===== src/rtl/alu_seq_ctrl.sv =====
// Instruction sequencer for the 6-bit ALU: handshake, 4-entry register file, flag latching.
// Define ALU_SEQ_CTRL_WIDE_EN to compile in the chained two-pass 12-bit ALU12 instruction.
module alu_seq_ctrl #(
  parameter int WIDTH = 6
) (
  input  logic             clk,
  input  logic             rst,
  input  logic             instr_valid,
  output logic             instr_ready,
  input  logic [1:0]       instr_kind,
  input  logic [1:0]       instr_op,
  input  logic [1:0]       instr_rd,
  input  logic [1:0]       instr_rs,
  input  logic [WIDTH-1:0] instr_imm,
  input  logic             instr_cin,
  output logic             done,
  output logic             err,
  output logic             flag_cf,
  output logic             flag_sf,
  output logic             flag_zf,
  input  logic [1:0]       dbg_sel,
  output logic [WIDTH-1:0] dbg_data,
  output logic [WIDTH-1:0] alu_a,
  output logic [WIDTH-1:0] alu_b,
  output logic             alu_cf_prev,
  output logic [1:0]       alu_op,
  input  logic [WIDTH-1:0] alu_r,
  input  logic             alu_cf,
  input  logic             alu_sf,
  input  logic             alu_zf
);

  localparam logic [1:0] KIND_ALU = 2'b00;
  localparam logic [1:0] KIND_LDI = 2'b01;
  localparam logic [1:0] KIND_W12 = 2'b10;

  typedef enum logic [1:0] {
    S_IDLE    = 2'b00,
    S_EXEC_LO = 2'b01,
`ifdef ALU_SEQ_CTRL_WIDE_EN
    S_EXEC_HI = 2'b10,
`endif
    S_DONE    = 2'b11
  } state_t;

  state_t           r_state;
  state_t           w_next;
  logic [WIDTH-1:0] r_regs [4];
  logic [1:0]       r_kind;
  logic [1:0]       r_op;
  logic [1:0]       r_rd;
  logic [1:0]       r_rs;
  logic [WIDTH-1:0] r_imm;
  logic             r_cin;
  logic             r_cf;
  logic             r_sf;
  logic             r_zf;
  logic             r_ready;
  logic             r_done;
  logic             r_err;
  logic [1:0]       w_a_idx;
  logic [1:0]       w_b_idx;
  logic             w_lo_uses_alu;
  logic             w_illegal;
`ifdef ALU_SEQ_CTRL_WIDE_EN
  logic             r_tmp_cf;
  logic             r_zf_lo;

  assign w_lo_uses_alu = (r_kind == KIND_ALU) || (r_kind == KIND_W12);
  assign w_illegal     = (r_kind == 2'b11);
`else
  assign w_lo_uses_alu = (r_kind == KIND_ALU);
  assign w_illegal     = r_kind[1];
`endif

  // Operand selection and ALU drive; pair halves replace rd/rs during ALU12 passes.
  always_comb begin
    w_a_idx     = r_rd;
    w_b_idx     = r_rs;
    alu_a       = {WIDTH{1'b0}};
    alu_b       = {WIDTH{1'b0}};
    alu_op      = 2'b00;
    alu_cf_prev = 1'b0;
    case (r_state)
      S_EXEC_LO: begin
`ifdef ALU_SEQ_CTRL_WIDE_EN
        if (r_kind == KIND_W12) begin
          w_a_idx = {r_rd[1], 1'b0};
          w_b_idx = {r_rs[1], 1'b0};
        end else begin
          w_a_idx = r_rd;
          w_b_idx = r_rs;
        end
`endif
        if (w_lo_uses_alu) begin
          alu_a       = r_regs[w_a_idx];
          alu_b       = r_regs[w_b_idx];
          alu_op      = r_op;
          alu_cf_prev = r_cin & r_cf;
        end else begin
          alu_op      = 2'b00;
        end
      end
`ifdef ALU_SEQ_CTRL_WIDE_EN
      S_EXEC_HI: begin
        w_a_idx     = {r_rd[1], 1'b1};
        w_b_idx     = {r_rs[1], 1'b1};
        alu_a       = r_regs[w_a_idx];
        alu_b       = r_regs[w_b_idx];
        alu_op      = r_op;
        alu_cf_prev = r_tmp_cf;
      end
`endif
      default: begin
        alu_op = 2'b00;
      end
    endcase
  end

  // Next-state decode.
  always_comb begin
    w_next = r_state;
    case (r_state)
      S_IDLE: begin
        if (instr_valid && r_ready) begin
          w_next = S_EXEC_LO;
        end else begin
          w_next = S_IDLE;
        end
      end
      S_EXEC_LO: begin
`ifdef ALU_SEQ_CTRL_WIDE_EN
        if (r_kind == KIND_W12) begin
          w_next = S_EXEC_HI;
        end else begin
          w_next = S_DONE;
        end
`else
        w_next = S_DONE;
`endif
      end
`ifdef ALU_SEQ_CTRL_WIDE_EN
      S_EXEC_HI: w_next = S_DONE;
`endif
      S_DONE:    w_next = S_IDLE;
      default:   w_next = S_IDLE;
    endcase
  end

  // State register and handshake/retire outputs, registered from the next state.
  always_ff @(posedge clk) begin
    if (rst) begin
      r_state <= S_IDLE;
      r_ready <= 1'b1;
      r_done  <= 1'b0;
      r_err   <= 1'b0;
    end else begin
      r_state <= w_next;
      r_ready <= (w_next == S_IDLE);
      r_done  <= (w_next == S_DONE);
      r_err   <= (w_next == S_DONE) && w_illegal;
    end
  end

  // Instruction latch, register file and flag updates.
  always_ff @(posedge clk) begin
    if (rst) begin
      for (int i = 0; i < 4; i++) begin
        r_regs[i] <= {WIDTH{1'b0}};
      end
      r_kind <= 2'b00;
      r_op   <= 2'b00;
      r_rd   <= 2'b00;
      r_rs   <= 2'b00;
      r_imm  <= {WIDTH{1'b0}};
      r_cin  <= 1'b0;
      r_cf   <= 1'b0;
      r_sf   <= 1'b0;
      r_zf   <= 1'b0;
`ifdef ALU_SEQ_CTRL_WIDE_EN
      r_tmp_cf <= 1'b0;
      r_zf_lo  <= 1'b0;
`endif
    end else begin
      case (r_state)
        S_IDLE: begin
          if (instr_valid && r_ready) begin
            r_kind <= instr_kind;
            r_op   <= instr_op;
            r_rd   <= instr_rd;
            r_rs   <= instr_rs;
            r_imm  <= instr_imm;
            r_cin  <= instr_cin;
          end
        end
        S_EXEC_LO: begin
          if (r_kind == KIND_ALU) begin
            r_regs[w_a_idx] <= alu_r;
            r_cf            <= alu_cf;
            r_sf            <= alu_sf;
            r_zf            <= alu_zf;
          end else if (r_kind == KIND_LDI) begin
            r_regs[r_rd] <= r_imm;
          end
`ifdef ALU_SEQ_CTRL_WIDE_EN
          else if (r_kind == KIND_W12) begin
            r_regs[w_a_idx] <= alu_r;
            r_tmp_cf        <= alu_cf;
            r_zf_lo         <= alu_zf;
          end
`endif
        end
`ifdef ALU_SEQ_CTRL_WIDE_EN
        S_EXEC_HI: begin
          r_regs[w_a_idx] <= alu_r;
          r_cf            <= alu_cf;
          r_sf            <= alu_sf;
          r_zf            <= r_zf_lo & alu_zf;
        end
`endif
        default: begin
          r_cf <= r_cf;
        end
      endcase
    end
  end

  assign instr_ready = r_ready;
  assign done        = r_done;
  assign err         = r_err;
  assign flag_cf     = r_cf;
  assign flag_sf     = r_sf;
  assign flag_zf     = r_zf;
  assign dbg_data    = r_regs[dbg_sel];

endmodule


===== config.mk =====
export PLATFORM = sky130hd
export DESIGN_NAME = alu_seq_ctrl
export DESIGN_NICKNAME = d
export VERILOG_FILES = /design/src/rtl/alu_seq_ctrl.sv
export SDC_FILE = /design/constraint.sdc
export NUM_CORES = 1
export LEC_CHECK = 0
export CAP_MARGIN = 10
export CORE_MARGIN = 2
export CORE_UTILIZATION = 45
export CTS_CLUSTER_SIZE = 40
export DETAILED_ROUTE_END_ITERATION = 8
export PLACE_DENSITY = 0.76
export SKIP_CTS_REPAIR_TIMING = 1
export SLEW_MARGIN = 20
export SYNTH_ARGS = -nofsm -noshare
export SYNTH_HDL_FRONTEND = slang
export SYNTH_SLANG_ARGS = --single-unit

===== constraint.sdc =====
create_clock -name clk -period 1.9 [get_ports clk]
set_input_delay 0.38 -clock clk [delete_from_list [all_inputs] [get_ports clk]]
set_output_delay 0.38 -clock clk [all_outputs]
set_load 0.005 [all_outputs]

==> run_results.csv <==
group,metric,value,unit
sta,rsz0062_at_grt,"yes",
sta,clock.fmax,454,MHz
route,post_drt_wl_per_cell,14.3,um
logic_synthesis,ys_seq_area_share,52.7,%
route,num_vias,1893,
hold_path,hp-class,"reg -> reg",
grt,grt_pass1_vias,1894,
finish,stdcell_count,365,
finish,area_growth,48.3,%
cts,path_clk_slew,0.09,ns
floorplanning,pin_count,56,
finish,n_fill_cell,413,
placement,dp_hpwl,3920,um
floorplanning,dieArea,5830,um2
route,ant_nets,0,
logic_synthesis,syn_inst,208,
grt,track_usage,18.4,%
logic_synthesis,ys.warnings.count,0,
logic_synthesis,dominantRegCellSynth,"dfxtp_1",
sta,layout_setup_ws,-0.302,ns
cts,clockRootBuffer,"clkbuf_8",
logic_synthesis,synth_top_area_share,30.6,%
sta,slew_headroom,73.6,%
route,route.detailed.drc,0,
setup_path,arrival,1.82,ns
sta,finalHoldViolCount,0,
cts,clk_latency,0.30,ns
route,highest_layer,"met4",
placement,dp_slack,-0.466,ns
logic_synthesis,yosysMostFrequentCell,"a21oi_1",
setup_path,path_max_fanout,5,
logic_synthesis,yosys.area.top_type,"edfxtp_1",
sta,fin_crit_sh,116,%
logic_synthesis,synthTopCellsByCount,"a21oi_1 (42), nand2_1 (36), dfxtp_1 (26)",
finish,n_antenna_cell,0,
cts,h-tree-depth,2,
setup_path,crit_required,1.52,ns
floorplanning,start_util,46.4,%
logic_synthesis,netlist_area,2360,um2
grt,antenna_found_initial,0,
finish,design_area,3490,um2
sta,layout_min_cycle_time,2.20,ns
placement,portBuffers,55,
route,met3_length,315,um
logic_synthesis,synth-seq-cells,50,
logic_synthesis,synthDistinctLibCells,28,
grt,grt_pass1_wl,8560,um
floorplanning,die_h,76.4,um
route,firstDrtPassIters,4,
sta,drv_slew,0,
grt,grt_max_degree,24,
cts,cts_buffers,5,
sta,worstMarginPinSlew,0.395,ns
logic_synthesis,async_flop_share,0,%
sta,skew,0.00625,ns
power_and_ir_drop,power.leakage,1.49,nW
route,routed_via_density,5.19,
setup_path,crit_path_end_kind,"output pin",
finish,layout.nets,323,
placement,placed_cell_area,3210,um2
logic_synthesis,synth_area_per_cell,11.3,um2
route,routed_wl,5210,um
run,drv_cap,0,
placement,dp.cells,344,
finish,drive_gt1_share,34.6,%
setup_path,startpoint_type,"register",
sta,setup_viol,10,
logic_synthesis,synth_nets,237,
floorplanning,std_cell_rows,26,
grt,grt_overflow_total,0,
cts,cts_tree,"yes",
logic_synthesis,synth.top_cells.by_area,"edfxtp_1 (31%), dfxtp_1 (22%), mux4_2 (17%), a21oi_1 (8.9%), nand2_1 (5.7%)",
cts,cts_sinks,50,
setup_path,critPathKind,"reg -> out",
power_and_ir_drop,ir_drop,0.000561,V
route,wl_met2,2790,um
run_status,violations,"setup timing",
power_and_ir_drop,powerDensity,698,nW/um2
floorplanning,fp.dieW,76.4,um
route,wl_met1,2040,um
route,drtIter0Drc,68,
run_status,status,"complete, but fails checks",
placement,place.gp.congestion,0.788,
floorplanning,core-area,5070,um2
finish,fin_util,68.8,%
logic_synthesis,synth_edf_count,24,
cts,cts_buffer_depth,2,
==> metal layers <==
layer	vias up	GRT usage, %
li1	936	-
met1	882	22.1
met2	67	32.5
met3	8	3.67
met4	0	7.09
met5	-	0
==> cells by family after synthesis <==
| group | share of synthesized area, % |
|---|---|
| buf+inv | 2.65 |
| compound gates | 10.9 |
| flops | 52.7 |
| mux | 17.2 |
| simple gates | 16.6 |
==> path summary, 6_finish.rpt <==
check             startpoint      endpoint  slack [ns]  cells after the start
setup / recovery    register      alu_b[2]       -0.30                      4
hold / removal      r_imm[3]      r_imm[3]        0.46                      2
setup reg to reg  r_state[1]  r_regs[1][3]        0.02                      5
hold reg to reg     r_imm[3]      r_imm[3]        0.46                      2
==> layout by cell type, fill, tap and decap left out, drive strengths merged, types with 11 or more instances in the layout <==
cell type and n:
nand2 36, a21oi 42, clkbuf 11, buf 40, dfxtp 26, dlymetal6s2s 15
and2 15, mux4 18, edfxtp 24, clkdlybuf4s50 32
==> report_power, final <==
group          total (mW)  internal, mW  leakage, nW  switching (mW)
Clock               0.601         0.259       0.0441           0.342
Sequential           1.27          1.21        0.464          0.0618
Combinational       0.565         0.348        0.980           0.217
Total                2.44          1.82         1.49           0.621
==> critical path, stage by stage (launching register included) <==
cell and delay (ns):
dfxtp_2 0.35, buf_12 0.11, mux4_2 0.47, and2_1 0.16, clkdlybuf4s50_1 0.43
==> layout make-up <==
class	instances	area, um2	area share (%)
timing repair buffer	93	902	25.8
clock inverter	3	21.3	0.609
inverter	2	11.3	0.322
tap	70	87.6	2.51
clock buffer	5	68.8	1.97
sequential	50	1250	35.8
multi-input combinational	142	1150	33.0
==> per-stage QoR <==
| stage | hold WS (ns) | TNS (ns) | power, mW |
|---|---|---|---|
| 5_1_grt | 0.482 | -1.98 | 2.56 |
| 2_1_floorplan | 0.432 | -0.0418 | 1.54 |
| 3_3_place_gp | 0.439 | -15.24 | 1.80 |
| 3_5_place_dp | 0.446 | -16.01 | 1.82 |
| 6_report | 0.463 | -1.17 | 2.44 |
| 4_1_cts | 0.461 | -8.37 | 2.41 |
==> flip-flops by register name (all words and copies together) (netlist names), named ones only <==
| name | count |
|---|---|
| flag_zf | 1 |
| r_cin | 1 |
| flag_cf | 1 |
| r_rs | 2 |
| r_state | 2 |
| r_op | 2 |
| r_rd | 2 |
| r_kind | 2 |
| instr_ready | 1 |
| err | 1 |
| r_regs | 24 |
| r_imm | 6 |
| flag_sf | 1 |
Note: power is estimated with default switching activity, not from simulation.
